--- config.mk ---
export PLATFORM = sky130hd
export DESIGN_NAME = mem_rr_scheduler
export DESIGN_NICKNAME = d
export VERILOG_FILES = /design/src/rtl/mem_sched_pkg.sv /design/src/rtl/mem_rr_pick.sv /design/src/rtl/mem_rr_scheduler.sv
export SDC_FILE = /design/constraint.sdc
export NUM_CORES = 1
export LEC_CHECK = 0
export CORE_MARGIN = 3
export CORE_UTILIZATION = 32
export CTS_CLUSTER_SIZE = 25
export DETAILED_ROUTE_END_ITERATION = 7
export MAX_ROUTING_LAYER = met4
export PLACE_DENSITY = 0.81
export SYNTH_ARGS = -nofsm -noshare
export SYNTH_HDL_FRONTEND = slang
export SYNTH_SLANG_ARGS = --single-unit
--- constraint.sdc ---
create_clock -name clk -period 3.1 [get_ports clk]
set_clock_uncertainty 0.15 [all_clocks]
set_input_delay 0.775 -clock clk [delete_from_list [all_inputs] [get_ports clk]]
set_output_delay 0.775 -clock clk [all_outputs]
set_load 0.05 [all_outputs]
--- src/rtl/mem_sched_pkg.sv ---
// Shared helpers for the memory round-robin scheduler: one-hot decoding
// and the depth of the read-tag pipeline relative to memory latency.
package mem_sched_pkg;

  // Widest requester vector the one-hot decoder accepts.
  localparam int MAX_N = 32;

  // Tag pipeline runs one stage past the memory latency: one stage for the
  // command issue register, MEM_LAT stages for the macro itself.
  localparam int TAG_EXTRA = 1;

  function automatic int tag_depth(input int mem_lat);
    return mem_lat + TAG_EXTRA;
  endfunction

  // Index of the set bit in a one-hot vector (0 when the vector is zero).
  function automatic int unsigned onehot_to_index(input logic [MAX_N-1:0] oh);
    int unsigned idx;
    idx = 0;
    for (int i = 0; i < MAX_N; i++) begin
      if (oh[i]) idx = idx | unsigned'(i);
    end
    return idx;
  endfunction

endpackage

--- src/rtl/mem_rr_pick.sv ---
// Combinational round-robin picker: either holds the sticky requester or
// grants the first valid requester found scanning upward from start.
module rr_pick #(
  parameter int N = 4
) (
  input  logic [N-1:0]         req,
  input  logic [$clog2(N)-1:0] start,
  input  logic                 sticky_en,
  input  logic [$clog2(N)-1:0] sticky_idx,
  output logic [N-1:0]         grant
);

  localparam int IDX_W = $clog2(N);

  // Sticky tenure wins outright; otherwise a wrapping first-valid scan.
  always_comb begin
    logic             found;
    logic [IDX_W-1:0] idx;
    grant = '0;
    found = 1'b0;
    idx   = '0;
    if (sticky_en) begin
      grant[sticky_idx] = req[sticky_idx];
    end else begin
      for (int k = 0; k < N; k++) begin
        idx = IDX_W'((int'(start) + k) % N);
        if (!found && req[idx]) begin
          grant[idx] = 1'b1;
          found      = 1'b1;
        end
      end
    end
  end

endmodule

--- src/rtl/mem_rr_scheduler.sv ---
// Shares one single-port synchronous memory among N requesters using
// round-robin arbitration with a burst quantum. Commands are registered
// onto the memory port; read data is routed back by a one-hot tag pipeline.
module mem_rr_scheduler
  import mem_sched_pkg::*;
#(
  parameter int N          = 4,
  parameter int ADDR_WIDTH = 8,
  parameter int DATA_WIDTH = 32,
  parameter int MEM_LAT    = 1,
  parameter int QUANTUM    = 4
) (
  input  logic                             clk,
  input  logic                             rst,
  input  logic [N-1:0]                     req_valid,
  output logic [N-1:0]                     req_ready,
  input  logic [N-1:0]                     req_we,
  input  logic [N-1:0][ADDR_WIDTH-1:0]     req_addr,
  input  logic [N-1:0][DATA_WIDTH-1:0]     req_wdata,
  output logic [N-1:0]                     rsp_valid,
  output logic [DATA_WIDTH-1:0]            rsp_data,
  output logic                             mem_en,
  output logic                             mem_we,
  output logic [ADDR_WIDTH-1:0]            mem_addr,
  output logic [DATA_WIDTH-1:0]            mem_wdata,
  input  logic [DATA_WIDTH-1:0]            mem_rdata
);

  localparam int IDX_W     = $clog2(N);
  localparam int CNT_W     = $clog2(QUANTUM + 1);
  localparam int TAG_DEPTH = tag_depth(MEM_LAT);

  logic [IDX_W-1:0]              cur;
  logic [CNT_W-1:0]              cnt;
  logic [IDX_W-1:0]              start;
  logic                          sticky;
  logic [N-1:0]                  pick;
  logic [N-1:0]                  grant;
  logic                          any_grant;
  logic [IDX_W-1:0]              gidx;
  logic [TAG_DEPTH-1:0][N-1:0]   tag_p;

  // Tenure continues while the quantum has room and the owner still asks.
  assign sticky = (cnt != '0) && (cnt < CNT_W'(QUANTUM)) && req_valid[cur];
  assign start  = (cur == IDX_W'(N - 1)) ? '0 : cur + IDX_W'(1);

  rr_pick #(.N(N)) u_pick (
    .req        (req_valid),
    .start      (start),
    .sticky_en  (sticky),
    .sticky_idx (cur),
    .grant      (pick)
  );

  assign grant     = rst ? '0 : pick;
  assign req_ready = grant;
  assign any_grant = |grant;
  assign gidx      = IDX_W'(onehot_to_index(MAX_N'(grant)));

  // Arbitration state: owner index and consecutive-grant count.
  always_ff @(posedge clk) begin
    if (rst) begin
      cur <= IDX_W'(N - 1);
      cnt <= '0;
    end else if (!any_grant) begin
      cnt <= '0;
    end else if (gidx == cur) begin
      cnt <= (cnt >= CNT_W'(QUANTUM)) ? CNT_W'(1) : cnt + CNT_W'(1);
    end else begin
      cur <= gidx;
      cnt <= CNT_W'(1);
    end
  end

  // Stage p0 -> memory port: register the accepted command.
  always_ff @(posedge clk) begin
    if (rst) begin
      mem_en    <= 1'b0;
      mem_we    <= 1'b0;
      mem_addr  <= '0;
      mem_wdata <= '0;
    end else if (any_grant) begin
      mem_en    <= 1'b1;
      mem_we    <= req_we[gidx];
      mem_addr  <= req_addr[gidx];
      mem_wdata <= req_wdata[gidx];
    end else begin
      mem_en    <= 1'b0;
      mem_we    <= 1'b0;
    end
  end

  // Read tag pipeline: one-hot owner of each read, aligned with mem_rdata.
  always_ff @(posedge clk) begin
    if (rst) begin
      tag_p <= '0;
    end else begin
      tag_p[0] <= grant & ~req_we;
      for (int d = 1; d < TAG_DEPTH; d++) begin
        tag_p[d] <= tag_p[d-1];
      end
    end
  end

  // Response stage: steer read data to the tagged requester, zero otherwise.
  always_comb begin
    rsp_valid = tag_p[TAG_DEPTH-1];
    rsp_data  = (|tag_p[TAG_DEPTH-1]) ? mem_rdata : '0;
  end

endmodule

==> impl_metrics.ini <==
[route]
vias = 4925
drtIter0Drc = 322
first_pass_iters = 4
met2_length_um = 9315
highest_layer = met4
drc_errors = 0
routed_wl_um = 17810
drt.antenna.violating_nets = 0
routedWlPerCell_um = 19.17
met1_length_um = 6509
viasPerCell = 5.301
wl_met3_um = 1323

[worst_setup_path]
path_buf_inv = 2
regToRegSetupSlack_ps = -340
critPathRequiredTime_ps = 2170
crit_path_start = req_valid[1]
worstPathArrival_ps = 2680
crit_end = req_ready[3]
max_stage_delay_ps = 560
cpMaxStageDelayCell = or4_4
timing.rr.start = cur[0]$_SDFFE_PP1P_
critPathCaptureType = output port
path_max_fanout = 6
start_kind = primary input
critPathKind = primary input to output port
crit_chain = buf_2 -> or4_1 -> o31a_1 -> or4_4 -> a31oi_4 -> a22o_4 -> buf_12
r2r-end = mem_wdata[18]$_SDFFE_PP0N_
cpLargestDelayFamily = simple AND/OR/NAND/NOR gates
crit_cells = 7
reg2reg_depth = 13

[yosys]
synth_cells = 457
syn_nets = 669
synth_ff_type = dfxtp_1
ys_seq_area_share_pct = 28.40
synth_top_cell_by_area = dfxtp_1
yosysTopAreaCellShare_pct = 28.40
synth_edf_count = 0
synth_top_cells_by_area = dfxtp_1 (28%), nor2b_1 (6.3%), mux2i_1 (5.7%)
synth_cell_type_count = 50
synth-async-reset-ratio_pct = 0
synth.yosys.warnings = 0
syn_avg_cell_area_sq_um = 8.485
ys_ff_latch = 55
netlist_area_sq_mm = 0.003877

[die]
die_w_um = 116.1
coreArea_sq_mm = 0.01161
pin_count = 284
start_util_pct = 33.39
die-area_sq_mm = 0.01347
rows = 39
die_h_um = 116.1

[clock_network]
clock_latency_ps = 280
root_buffer = clkbuf_16
clk_pin_slew_ps = 70
cts_max_level = 2
tritoncts = yes
cts_buffers = 5
clock-sinks = 55
cts_hold_buf = 0
clock_path_buffers = 2

[placement]
place_ws_ps = -951.9
gp_congestion = 0.8911
numPortBuffers = 283
dp_hpwl_um = 13370

[status]
status = finished with violations
violations = setup timing

[final_layout]
area_growth_syn_to_layout_pct = 112.6
multiInputGateArea_sq_mm = 0.002790
fin_nets = 997
diodes = 0
final-seq-area_sq_mm = 0.001109
nFillCells = 856
drive_above_1_share_pct = 26.08

[timing]
hold_viol_final = 0
fin_crit_sh_pct = 116.2
slew_headroom_pct = 55.53
fmax_mhz = 277.5
tightest_slew_ps = 667.0
fin_tns_setup_ps = -15940
holdWs_ps = 286.7
fin_crit_ps = 3604
slew_viol_final = 0
setup_viol = 50
rsz0062_at_grt = true
setup_ws_ps = -503.7

[grt]
grt_max_degree = 33
grt_pass1_vias = 5167
antenna_found_initial = 0
grt_pass1_wl_um = 26520
gr-total-overflow = 0
grtUsageTotal_pct = 25.70

[power]
powerDensity_mw_per_mm2 = 1041
peakVddDrop_uv = 493.9
p_leak_nw = 3.339

[min_path]
holdCritPathClass = flip-flop to flip-flop
hp-start = tag_p[2]$_SDFF_PP0_

[run]
maxCapViolations = 0
-- flip-flops by register name, summed over array words and instances (netlist names) --
name,count
cnt,3
cur,2
mem_addr,8
mem_en,1
mem_wdata,32
mem_we,1
rsp_valid,4
tag_p,4
-- synthesized netlist by cell type (2+ instances only) --
library cell	instances
dfxtp_1	55
nand2_1	43
nor2b_1	39
and2_1	25
a31oi_1	24
nand3_1	24
a211oi_1	23
mux2i_1	22
clkbuf_1	19
a21oi_1	18
mux2_2	18
o22ai_1	18
o2bb2ai_1	16
buf_2	13
inv_1	12
ha_1	10
nor2_1	8
buf_6	6
mux2_4	6
nor3_1	6
a21o_1	4
buf_4	4
mux4_2	4
nand2b_1	4
a221o_1	3
o21ai_0	3
o31a_1	3
or2_2	3
and3_1	2
xnor2_1	2
-- worst min-delay path by stage --
stage | to | slack, ps | cells past startpoint
after floorplan | rsp_valid[0]$_SDFF_PP0_ | 260 | 1
after global placement | rsp_valid[2]$_SDFF_PP0_ | 280 | 1
after detailed placement | rsp_valid[2]$_SDFF_PP0_ | 270 | 1
after CTS | rsp_valid[2]$_SDFF_PP0_ | 290 | 1
after global routing | rsp_valid[2]$_SDFF_PP0_ | 300 | 1
final | rsp_valid[2]$_SDFF_PP0_ | 290 | 1
-- layer usage --
metal | global-route usage, % | vias to the layer above
met3 | 5.274 | 52
met2 | 46.91 | 248
li1 | - | 2321
met4 | 10.36 | 0
met5 | - | -
met1 | 26.85 | 2304
-- timing repair --
item | CTS | global route
resized for setup | 36 | 21
endpoints found under the setup margin | 51 | 51
gates cloned | 3 | 1
buffers inserted | 10 | 3
pin swaps | 15 | 6
-- final cells by class --
type / count / area share, %
multi-input combinational: 348 / 33.85
clock inverter: 1 / 0.1063
sequential: 55 / 13.45
timing repair buffer: 362 / 48.09
tap: 143 / 2.171
inverter: 13 / 0.5921
clock buffer: 7 / 1.731
-- power breakdown --
| part | leakage (nW) | switching (mW) | internal, mW |
|---|---|---|---|
| Clock | 0.0741 | 0.261 | 0.324 |
| Combinational | 2.81 | 3.64 | 3.17 |
| Sequential | 0.457 | 0.161 | 1.03 |
| Total | 3.34 | 4.06 | 4.52 |
-- cells by family (layout without fill, tap and decap cells) --
family          count (synthesis)  count (layout)  share of synthesized area, %
fa+ha+maj                      10              10                         3.227
buf+inv                        55             383                         7.292
mux                            50              50                         15.55
flops                          55              55                         28.40
simple gates                  161             161                         22.10
xor+xnor                        2               2                        0.4518
compound gates                124             125                         22.98
-- cell usage in the layout, fill, tap and decap left out, types with 17 or more instances in the layout --
cell type and instances:
a211oi_2 17, nand3_1 23, buf_4 62, a31oi_1 23
nor2b_1 39, dfxtp_1 53, o22ai_1 18, buf_12 43
nand2_1 41, mux2i_1 20, clkdlybuf4s50_1 243, and2_1 21
-- per-stage QoR --
stage	cells	cell area (sq um)	power, mW	util, %
finish	929	8242	8.580	70.97
detailed placement	904	7720	7.345	66.47
CTS	925	8147	8.435	70.15
global placement	904	7720	7.177	66.47
global route	929	8242	9.039	70.97
floorplan	457	4088	5.046	-
Note: power is estimated with default switching activity, not from simulation.
